--- config.mk ---
export PLATFORM = sky130hd
export DESIGN_NAME = scr_writer_flat
export DESIGN_NICKNAME = d
export VERILOG_FILES = /design/src/rtl/scr_pkg.sv /design/src/rtl/scr_writer_if.sv /design/src/rtl/scr_writer.sv /design/src/flat_wrapper.sv
export SDC_FILE = /design/constraint.sdc
export NUM_CORES = 1
export LEC_CHECK = 0
export CAP_MARGIN = 40
export CORE_MARGIN = 5
export CORE_UTILIZATION = 50
export CTS_CLUSTER_DIAMETER = 150
export DETAILED_ROUTE_END_ITERATION = 12
export GPL_TIMING_DRIVEN = 0
export PLACE_DENSITY = 0.76
export SLEW_MARGIN = 5
export SYNTH_ARGS = -nofsm -noshare
export SYNTH_HDL_FRONTEND = slang
export SYNTH_SLANG_ARGS = --single-unit
--- constraint.sdc ---
create_clock -name clk -period 3.95 [get_ports clk]
set_input_delay 0.5925 -clock clk [delete_from_list [all_inputs] [get_ports clk]]
set_output_delay 0.5925 -clock clk [all_outputs]
set_load 0.005 [all_outputs]
--- src/rtl/scr_pkg.sv ---
// Shared geometry, control codes, state encoding and command decode for the
// character-stream screen writer.
package scr_pkg;

    localparam int         COLS   = 64;
    localparam int         ROWS   = 28;
    localparam int         ADDR_W = 11;
    localparam logic [7:0] BLANK  = 8'h20;

    localparam logic [7:0] CC_BS   = 8'h08;
    localparam logic [7:0] CC_LF   = 8'h0A;
    localparam logic [7:0] CC_HOME = 8'h0C;
    localparam logic [7:0] CC_CR   = 8'h0D;
    localparam logic [7:0] CC_CLS  = 8'h1F;

    typedef enum logic [3:0] {
        ST_IDLE,
        ST_DECODE,
        ST_UNMARK,
        ST_PUT,
        ST_CLEAR,
        ST_SCROLL_RD,
        ST_SCROLL_WR,
        ST_SCROLL_FILL,
        ST_MARK_RD,
        ST_MARK_WR
    } state_t;

    typedef enum logic [2:0] {
        CMD_NONE,
        CMD_PUT,
        CMD_CR,
        CMD_LF,
        CMD_BS,
        CMD_HOME,
        CMD_CLS
    } cmd_t;

    function automatic cmd_t decode_cmd(input logic [7:0] b);
        cmd_t c;
        c = CMD_NONE;
        if (b >= 8'h20 && b <= 8'h7F) begin
            c = CMD_PUT;
        end else begin
            case (b)
                CC_CR:   c = CMD_CR;
                CC_LF:   c = CMD_LF;
                CC_BS:   c = CMD_BS;
                CC_HOME: c = CMD_HOME;
                CC_CLS:  c = CMD_CLS;
                default: c = CMD_NONE;
            endcase
        end
        return c;
    endfunction

endpackage

--- src/rtl/scr_writer_if.sv ---
// Byte-stream handshake plus synchronous screen-RAM port of the screen writer.
// The master modport is the writer's view; slave is the source/RAM side.
interface scr_writer_if #(
    parameter int ADDR_W = scr_pkg::ADDR_W
);
    logic [7:0]        in_data;
    logic              in_valid;
    logic              in_ready;
    logic [ADDR_W-1:0] ram_addr;
    logic [7:0]        ram_wdata;
    logic              ram_we;
    logic [7:0]        ram_rdata;

    modport master (
        input  in_data,
        input  in_valid,
        output in_ready,
        output ram_addr,
        output ram_wdata,
        output ram_we,
        input  ram_rdata
    );

    modport slave (
        output in_data,
        output in_valid,
        input  in_ready,
        input  ram_addr,
        input  ram_wdata,
        input  ram_we,
        output ram_rdata
    );
endinterface

--- src/rtl/scr_writer.sv ---
// Character-stream writer for the text screen RAM: cursor, control codes,
// clear and scroll. Define SCR_WRITER_CURSOR_EN to mark the cursor with bit 7.
module scr_writer
    import scr_pkg::*;
#(
    parameter int         COLS   = scr_pkg::COLS,
    parameter int         ROWS   = scr_pkg::ROWS,
    parameter int         ADDR_W = scr_pkg::ADDR_W,
    parameter logic [7:0] BLANK  = scr_pkg::BLANK
) (
    input  logic                    clk,
    input  logic                    reset,
    scr_writer_if.master            bus,
    output logic                    busy,
    output logic [$clog2(COLS)-1:0] cur_col,
    output logic [$clog2(ROWS)-1:0] cur_row
);

    localparam int COL_W = $clog2(COLS);
    localparam int ROW_W = $clog2(ROWS);

    localparam logic [COL_W-1:0]  COL_LAST    = COL_W'(COLS - 1);
    localparam logic [ROW_W-1:0]  ROW_LAST    = ROW_W'(ROWS - 1);
    localparam logic [ADDR_W-1:0] SCREEN_LAST = ADDR_W'(ROWS * COLS - 1);
    localparam logic [ADDR_W-1:0] SCROLL_LAST = ADDR_W'((ROWS - 1) * COLS - 1);
    localparam logic [ADDR_W-1:0] ROW_STRIDE  = ADDR_W'(COLS);

`ifdef SCR_WRITER_CURSOR_EN
    localparam state_t ST_POST = ST_MARK_RD;
`else
    localparam state_t ST_POST = ST_IDLE;
`endif

    state_t            r_state;
    logic [7:0]        r_byte;
    logic [ADDR_W-1:0] r_cnt;
    logic [COL_W-1:0]  r_col;
    logic [ROW_W-1:0]  r_row;
    logic [ADDR_W-1:0] r_addr;
    logic [7:0]        r_wdata;
    logic              r_we;
    logic              r_copy;
`ifdef SCR_WRITER_CURSOR_EN
    logic              r_mark;
    logic [6:0]        r_shadow;
`endif

    cmd_t              w_cmd;
    state_t            w_disp_state;
    logic [COL_W-1:0]  w_disp_col;
    logic [ROW_W-1:0]  w_disp_row;
    logic [ADDR_W-1:0] w_cur_addr;
    logic [7:0]        w_wdata;

    assign w_cmd      = decode_cmd(r_byte);
    assign w_cur_addr = ADDR_W'({r_row, r_col});

    // Where an accepted command goes next and how it moves the cursor.
    // Printable characters move the cursor later, in PUT.
    always_comb begin
        w_disp_state = ST_POST;
        w_disp_col   = r_col;
        w_disp_row   = r_row;
        case (w_cmd)
            CMD_PUT:  w_disp_state = ST_PUT;
            CMD_CR:   w_disp_col   = '0;
            CMD_LF: begin
                if (r_row == ROW_LAST) begin
                    w_disp_state = ST_SCROLL_RD;
                end else begin
                    w_disp_row = r_row + ROW_W'(1);
                end
            end
            CMD_BS: begin
                if (r_col != '0) begin
                    w_disp_col = r_col - COL_W'(1);
                end
            end
            CMD_HOME: begin
                w_disp_col = '0;
                w_disp_row = '0;
            end
            CMD_CLS:  w_disp_state = ST_CLEAR;
            default:  w_disp_state = ST_IDLE;
        endcase
    end

    always_ff @(posedge clk) begin
        if (reset) begin
            r_state <= ST_CLEAR;
            r_byte  <= '0;
            r_cnt   <= '0;
            r_col   <= '0;
            r_row   <= '0;
            r_addr  <= '0;
            r_wdata <= '0;
            r_we    <= 1'b0;
            r_copy  <= 1'b0;
`ifdef SCR_WRITER_CURSOR_EN
            r_mark   <= 1'b0;
            r_shadow <= BLANK[6:0];
`endif
        end else begin
            r_we   <= 1'b0;
            r_copy <= 1'b0;
`ifdef SCR_WRITER_CURSOR_EN
            r_mark <= 1'b0;
            // Read data arrives in the same cycle as the marking write.
            if (r_mark) begin
                r_shadow <= bus.ram_rdata[6:0];
            end
`endif
            case (r_state)
                ST_IDLE: begin
                    if (bus.in_valid) begin
                        r_byte  <= bus.in_data;
                        r_state <= ST_DECODE;
                    end
                end

                ST_DECODE: begin
                    if (w_cmd == CMD_NONE) begin
                        r_state <= ST_IDLE;
                    end else begin
`ifdef SCR_WRITER_CURSOR_EN
                        r_state <= ST_UNMARK;
`else
                        r_state <= w_disp_state;
                        r_col   <= w_disp_col;
                        r_row   <= w_disp_row;
                        r_cnt   <= '0;
`endif
                    end
                end

`ifdef SCR_WRITER_CURSOR_EN
                ST_UNMARK: begin
                    r_addr  <= w_cur_addr;
                    r_wdata <= {1'b0, r_shadow};
                    r_we    <= 1'b1;
                    r_state <= w_disp_state;
                    r_col   <= w_disp_col;
                    r_row   <= w_disp_row;
                    r_cnt   <= '0;
                end
`endif

                ST_PUT: begin
                    r_addr  <= w_cur_addr;
                    r_wdata <= {1'b0, r_byte[6:0]};
                    r_we    <= 1'b1;
                    if (r_col == COL_LAST) begin
                        r_col <= '0;
                        if (r_row == ROW_LAST) begin
                            r_cnt   <= '0;
                            r_state <= ST_SCROLL_RD;
                        end else begin
                            r_row   <= r_row + ROW_W'(1);
                            r_state <= ST_POST;
                        end
                    end else begin
                        r_col   <= r_col + COL_W'(1);
                        r_state <= ST_POST;
                    end
                end

                ST_CLEAR: begin
                    r_addr  <= r_cnt;
                    r_wdata <= BLANK;
                    r_we    <= 1'b1;
                    if (r_cnt == SCREEN_LAST) begin
                        r_cnt   <= '0;
                        r_col   <= '0;
                        r_row   <= '0;
                        r_state <= ST_POST;
                    end else begin
                        r_cnt <= r_cnt + ADDR_W'(1);
                    end
                end

                ST_SCROLL_RD: begin
                    r_addr  <= r_cnt + ROW_STRIDE;
                    r_state <= ST_SCROLL_WR;
                end

                // The read issued one cycle earlier returns while this write
                // is on the bus, so the data is forwarded from ram_rdata.
                ST_SCROLL_WR: begin
                    r_addr  <= r_cnt;
                    r_we    <= 1'b1;
                    r_copy  <= 1'b1;
                    r_cnt   <= r_cnt + ADDR_W'(1);
                    r_state <= (r_cnt == SCROLL_LAST) ? ST_SCROLL_FILL : ST_SCROLL_RD;
                end

                ST_SCROLL_FILL: begin
                    r_addr  <= r_cnt;
                    r_wdata <= BLANK;
                    r_we    <= 1'b1;
                    if (r_cnt == SCREEN_LAST) begin
                        r_cnt   <= '0;
                        r_state <= ST_POST;
                    end else begin
                        r_cnt <= r_cnt + ADDR_W'(1);
                    end
                end

`ifdef SCR_WRITER_CURSOR_EN
                ST_MARK_RD: begin
                    r_addr  <= w_cur_addr;
                    r_state <= ST_MARK_WR;
                end

                ST_MARK_WR: begin
                    r_addr  <= w_cur_addr;
                    r_we    <= 1'b1;
                    r_mark  <= 1'b1;
                    r_state <= ST_IDLE;
                end
`endif

                default: r_state <= ST_IDLE;
            endcase
        end
    end

    always_comb begin
        w_wdata = r_wdata;
        if (r_copy) begin
            w_wdata = bus.ram_rdata;
        end
`ifdef SCR_WRITER_CURSOR_EN
        if (r_mark) begin
            w_wdata = {1'b1, bus.ram_rdata[6:0]};
        end
`endif
    end

    assign bus.ram_addr  = r_addr;
    assign bus.ram_we    = r_we;
    assign bus.ram_wdata = w_wdata;
    assign bus.in_ready  = (r_state == ST_IDLE);
    assign busy          = (r_state != ST_IDLE);
    assign cur_col       = r_col;
    assign cur_row       = r_row;

endmodule

--- src/flat_wrapper.sv ---
// flat-port wrapper written by rule: the top's interface ports become plain ports
module scr_writer_flat import scr_pkg::*;
#(
    parameter int         COLS   = scr_pkg::COLS,
    parameter int         ROWS   = scr_pkg::ROWS,
    parameter int         ADDR_W = scr_pkg::ADDR_W,
    parameter logic [7:0] BLANK  = scr_pkg::BLANK
)
  (clk, reset, busy, cur_col, cur_row, bus_in_data, bus_in_valid, bus_in_ready, bus_ram_addr, bus_ram_wdata, bus_ram_we, bus_ram_rdata);
  scr_writer_if #(.ADDR_W(ADDR_W)) bus_i ();
  input  logic clk;
  input  logic reset;
  output logic busy;
  output logic [$clog2(COLS)-1:0] cur_col;
  output logic [$clog2(ROWS)-1:0] cur_row;
  input wire logic [$bits(bus_i.in_data)-1:0] bus_in_data;
  input wire logic [$bits(bus_i.in_valid)-1:0] bus_in_valid;
  output wire logic [$bits(bus_i.in_ready)-1:0] bus_in_ready;
  output wire logic [$bits(bus_i.ram_addr)-1:0] bus_ram_addr;
  output wire logic [$bits(bus_i.ram_wdata)-1:0] bus_ram_wdata;
  output wire logic [$bits(bus_i.ram_we)-1:0] bus_ram_we;
  input wire logic [$bits(bus_i.ram_rdata)-1:0] bus_ram_rdata;
  assign bus_i.in_data = bus_in_data;
  assign bus_i.in_valid = bus_in_valid;
  assign bus_in_ready = bus_i.in_ready;
  assign bus_ram_addr = bus_i.ram_addr;
  assign bus_ram_wdata = bus_i.ram_wdata;
  assign bus_ram_we = bus_i.ram_we;
  assign bus_i.ram_rdata = bus_ram_rdata;
  scr_writer #(.COLS(COLS), .ROWS(ROWS), .ADDR_W(ADDR_W), .BLANK(BLANK)) u_core (.clk(clk), .reset(reset), .bus(bus_i), .busy(busy), .cur_col(cur_col), .cur_row(cur_row));
endmodule
---- Word-level counts from Yosys, hierarchy flattened ----
Index checks and enable logic that the tools add are counted.
word-level totals
  logic and storage cells ................. 96
  input port bits ......................... 19
  output and inout port bits .............. 33
  flip-flop bits (word level) ............. 55
operators by class
  $lt $le $gt $ge ......................... 2
  add/sub/neg operators ................... 5
  reductions and logical operators ........ 18
  mux-type cells .......................... 32
  equality and inequality tests ........... 30
operators with widths
  cell                                                                   count
  11-bit 2-to-1 mux                                                      4
  11-bit case mux with 4 select lines                                    1
  11-bit case mux with 3 select lines                                    1
  8-bit by 4-bit == test with 1-bit output, second input constant        4
  6-bit 2-to-1 mux                                                       4
  4-bit case mux with 6 select lines                                     1
  11-bit == test, second input constant                                  2
  5-bit 2-to-1 mux                                                       4
  6-bit case mux with 3 select lines                                     1
  4-bit by 3-bit == test with 1-bit output, second input constant        4
  8-bit case mux with 2 select lines                                     1
  3-bit case mux with 5 select lines                                     1
  5-bit case mux with 3 select lines                                     1
  4-bit 2-to-1 mux                                                       3
  4-bit case mux with 3 select lines                                     1
  6-bit case mux with 2 select lines                                     1
  11-bit by 1-bit adder with 11-bit output, second input constant        1
  11-bit by 7-bit adder with 11-bit output, second input constant        1
  5-bit case mux with 2 select lines                                     1
  5-bit AND reduction                                                    2
  3-bit == test, second input constant                                   3
  3-bit 2-to-1 mux                                                       3
  8-bit by 5-bit == test with 1-bit output, second input constant        1
  8-bit by 6-bit >= comparator with 1-bit output, second input constant  1
  29 further kinds                                                       40

---- Longest topological paths before layout ----
  depth after elaboration ................. 8
  depth in mapped cells ................... 9
  depth with buffers taken out ............ 6

---- Least setup slack after synthesis ----
No wires, ideal clock.
  path kind ............................... register to register
  from .................................... register u_core.r_col[1], in the netlist u_core.cur_col[1]
  to ...................................... register u_core.r_cnt[7]
  arrival time ............................ 1.991 ns
  path slack .............................. 1.888 ns
  stages on the path, launching flop included .. 8
  setup time .............................. 0.070 ns
  clock period less this slack ............ 2.062 ns
  path through ............................ dfxtp_1 ha_1 nand3_1 nor4_4 o221ai_2 buf_6 or4_1 a21oi_1
between the ends
  cells in the longest elaborated chain, start to end .. 3
ends and longest elaborated chain
  element                                                    RTL line           text
  start, declared                                            scr_writer.sv:37   logic [COL_W-1:0] r_col;
  start signal, assigned                                     scr_writer.sv:129  r_col <= w_disp_col;
  start signal, assigned                                     scr_writer.sv:162  r_col <= r_col + COL_W'(1);
  6-bit == test                                              scr_writer.sv:152  if (r_col == COL_LAST) begin
  2-bit by 1-bit != test with 1-bit output (no source line)  n/a
  4-bit AND reduction (no source line)                       n/a
  end signal, assigned                                       scr_writer.sv:177  r_cnt <= r_cnt + ADDR_W'(1);
  end signal, assigned                                       scr_writer.sv:192  r_cnt <= r_cnt + ADDR_W'(1);
  end signal, assigned                                       scr_writer.sv:204  r_cnt <= r_cnt + ADDR_W'(1);
  end, declared                                              scr_writer.sv:36   logic [ADDR_W-1:0] r_cnt;
Every way passes these cells.
A chain may end at the register's enable or synchronous reset.

---- Final worst setup path ----
  from .................................... register u_core.r_state[2]
  to ...................................... output bus_in_ready
between the ends
  cells in the longest elaborated chain, start to end .. 1
ends and longest elaborated chain
  element                 RTL line            text
  start, declared         scr_writer.sv:34    state_t r_state;
  start signal, assigned  scr_writer.sv:128   r_state <= w_disp_state;
  start signal, assigned  scr_writer.sv:193   r_state <= (r_cnt == SCROLL_LAST) ? ST_SCROLL_FILL : ST_SCROLL_RD;
  4-bit logical NOT       scr_writer.sv:242   assign bus.in_ready = (r_state == ST_IDLE);
  end, declared           flat_wrapper.sv:18  output wire logic [$bits(bus_i.in_ready)-1:0] bus_in_ready;
Every way passes these cells.

==> results.cfg <==
[placed_design]
routabilityCongestion = 0.869
port_buffers = 50
dp_hpwl_um = 6710
dp_cells = 517
place_worst_setup_slack_ns = 1.54

[power_and_ir_drop]
seqPwrFrac = 0.594
p_comb_frac = 0.052
sw_frac_of_total = 0.232
peakVddDrop_v = 0.000171
cell_internal_pwr_mw = 0.705
p_total_mw = 0.918
leakagePower_nw = 1.28
p_sw_mw = 0.213
p_clk_frac = 0.354
power_density_nw_per_um2 = 243

[sta]
period_needed_ns = 2.49
timing_hold_violations_final = 0
setup_viol = 0
finalClockSkew_ns = 0.00726
fin_ws_ns = 1.46
finalMaxSlewViolations = 0
rsz0062_at_grt = false
slew_headroom = 0.490
fin_crit_sh = 0.631
max_slew.worst_pin.slew_ns = 0.760
fin_tns_setup_ns = 0
max_freq_ghz = 0.401

[critical_path]
cp.arrival_ns = 1.90
worstSetupPathType = reg2out
worstPathRequired_ns = 3.36
cp-start-kind = register
endpoint_kind = output port
ff2ff_setup_slack_ns = 1.50
cp_max_fo = 9

[logic_synthesis]
yosys_warnings = 0
synthTopCellsByArea = dfxtp_1 (34%), a21oi_1 (7.1%), nand2_1 (6.6%)
async_flop_share = 0
syn-cell-area_sq_um = 3090
ys_seq_area_frac = 0.343
synth_top_area_cell = dfxtp_1
synthMuxAreaShare = 0.0251
yosys-top-cells-count = nand2_1 (54), dfxtp_1 (53), a21oi_1 (44), nor2_1 (36)
synth_compound_area_frac = 0.271
synth_cells = 392
synth_top_family_by_area = compound AO/OA/AOI/OAI gates
yosysMostFrequentCell = nand2_1
synth-simple-area-share = 0.262
synth_cell_types = 63
ys_seq_elements = 53
synth_edf_count = 0
syn_nets = 418
synth_adder_area_share = 0.0283
synth-main-ff-cell = dfxtp_1
syn-mean-instance-area_sq_um = 7.89
netlist.area_leader.share = 0.343
synthXorXnorAreaFrac = 0.0198

[layout]
instances_no_fill = 524
nets = 475
antennaDiodeCount = 0
post-route-util = 0.634
drive_gt1_frac = 0.0668
syn_to_final_growth_pct = 22.1

[drt]
drc = 0
drtIter0Drc = 278
routed_wl_um = 8900
routedWlPerCell_um = 17.0
vias = 3248
routed_via_density = 6.20
drt_first_pass_iters = 5
ant_nets = 0

[floorplanning]
initial_core_util = 0.519
fp.coreArea_sq_um = 5960
pin_count = 52
fp.dieArea_sq_um = 7860
die_width_um = 88.6
die_h_um = 88.6
rows = 28

[run_status]
status = finished clean

[global_routing]
grt_pass1_wl_um = 14800
antenna_found_initial = 0
grt_max_degree = 16
grt_pass1_vias = 3044
track_usage = 0.238
gr-total-overflow = 0

[cts]
clkLatencyLatePin_ns = 0.31
cts_root_buffer = clkbuf_8
cts_tree = done
cts_setup_buffers = 0
h-tree-depth = 2
cts_made_buffers = 5
cts_resized = 0
clock_sinks = 53
clkTransAtPathRegs_ns = 0.10
cts_hold_buffers = 0
cts_buffer_depth = 2

[flow_run]
max_cap_viol_count = 0

[hold_path]
hold_path_class = reg2reg
[path summary, 6_finish.rpt]
check | start | end | cells after the start
worst max-delay path | u_core.r_state[2] | bus_in_ready | 3
worst min-delay path | u_core.bus.ram_addr[6] | u_core.bus.ram_addr[6] | 2
worst max register to register | u_core.cur_col[0] | u_core.r_cnt[7] | 8
worst min register to register | u_core.bus.ram_addr[6] | u_core.bus.ram_addr[6] | 2
[per-layer routing]
layer  vias to the layer above  share of wire  global-route usage
li1                       1561              -                   -
met3                        26          0.084              0.0456
met1                      1507           0.44               0.323
met4                         0          0.034              0.0948
met2                       154           0.44               0.373
met5                         -              0                   0
[layout make-up]
| cell class | count | area, sq um |
|---|---|---|
| tap | 75 | 93.8 |
| clock buffer | 6 | 82.6 |
| clock inverter | 1 | 7.51 |
| fill | 566 | 2180 |
| multi-input combinational | 302 | 1870 |
| inverter | 12 | 45.0 |
| sequential | 53 | 1060 |
| timing repair buffer | 50 | 500 |
| buffer | 25 | 111 |
[per-stage QoR]
step                      hold slack (ns)  instance area, sq um
after floorplan                     0.458                  3090
after global placement              0.483                  3690
after detailed placement            0.501                  3690
after CTS                           0.518                  3780
after global routing                0.542                  3780
final                               0.518                  3780
[placed cells by master, fill, tap and decap left out, types with 5 or more instances in the layout]
cell type and n:
nor2b_1 5, a21oi_1 44, mux2_2 6, nand2_1 54, o31ai_1 6, clkbuf_8 6
ha_1 7, and3_1 6, o21ai_0 18, a22oi_1 9, inv_1 11, clkdlybuf4s50_1 50
a211oi_1 5, dfxtp_1 53, nand3_1 11, a31oi_1 5, buf_2 5, nor2_1 36
clkbuf_1 18, or3_1 10
[critical path, cell delays in order (launching register included)]
cell             delay, ns
dfxtp_1               0.31
clkbuf_1              0.19
nor3_1                0.48
clkdlybuf4s50_1       0.60
[flip-flops by register name (all words and copies together), names as in the netlist]
signal               cells
u_core.cur_row           5
u_core.bus.ram_addr     11
u_core.bus.ram_we        1
u_core.r_wdata           7
u_core.r_copy            1
u_core.cur_col           6
u_core.r_state           3
u_core.r_cnt            11
u_core.r_byte            8
[power by group through the flow]
stage | registers, mW | clock network [mW] | logic, mW
after floorplan | 0.556 | 0 | 0.0182
after global placement | 0.557 | 0 | 0.0461
after CTS | 0.545 | 0.328 | 0.0473
final | 0.545 | 0.325 | 0.0475
after detailed placement | 0.557 | 0 | 0.0469
after global routing | 0.546 | 0.351 | 0.0515
[logic make-up (layout without fill, tap and decap cells)]
| logic type | Yosys count | after routing |
|---|---|---|
| adders and majority gates | 7 | 7 |
| muxes | 7 | 7 |
| DFF | 53 | 53 |
| xor gates and xnor gates | 7 | 7 |
| AOI/OAI and AO/OA | 125 | 125 |
| and+or+nand+nor | 156 | 156 |
| buffers and inverters | 37 | 94 |
No activity file was read; power rests on OpenSTA's default activity.
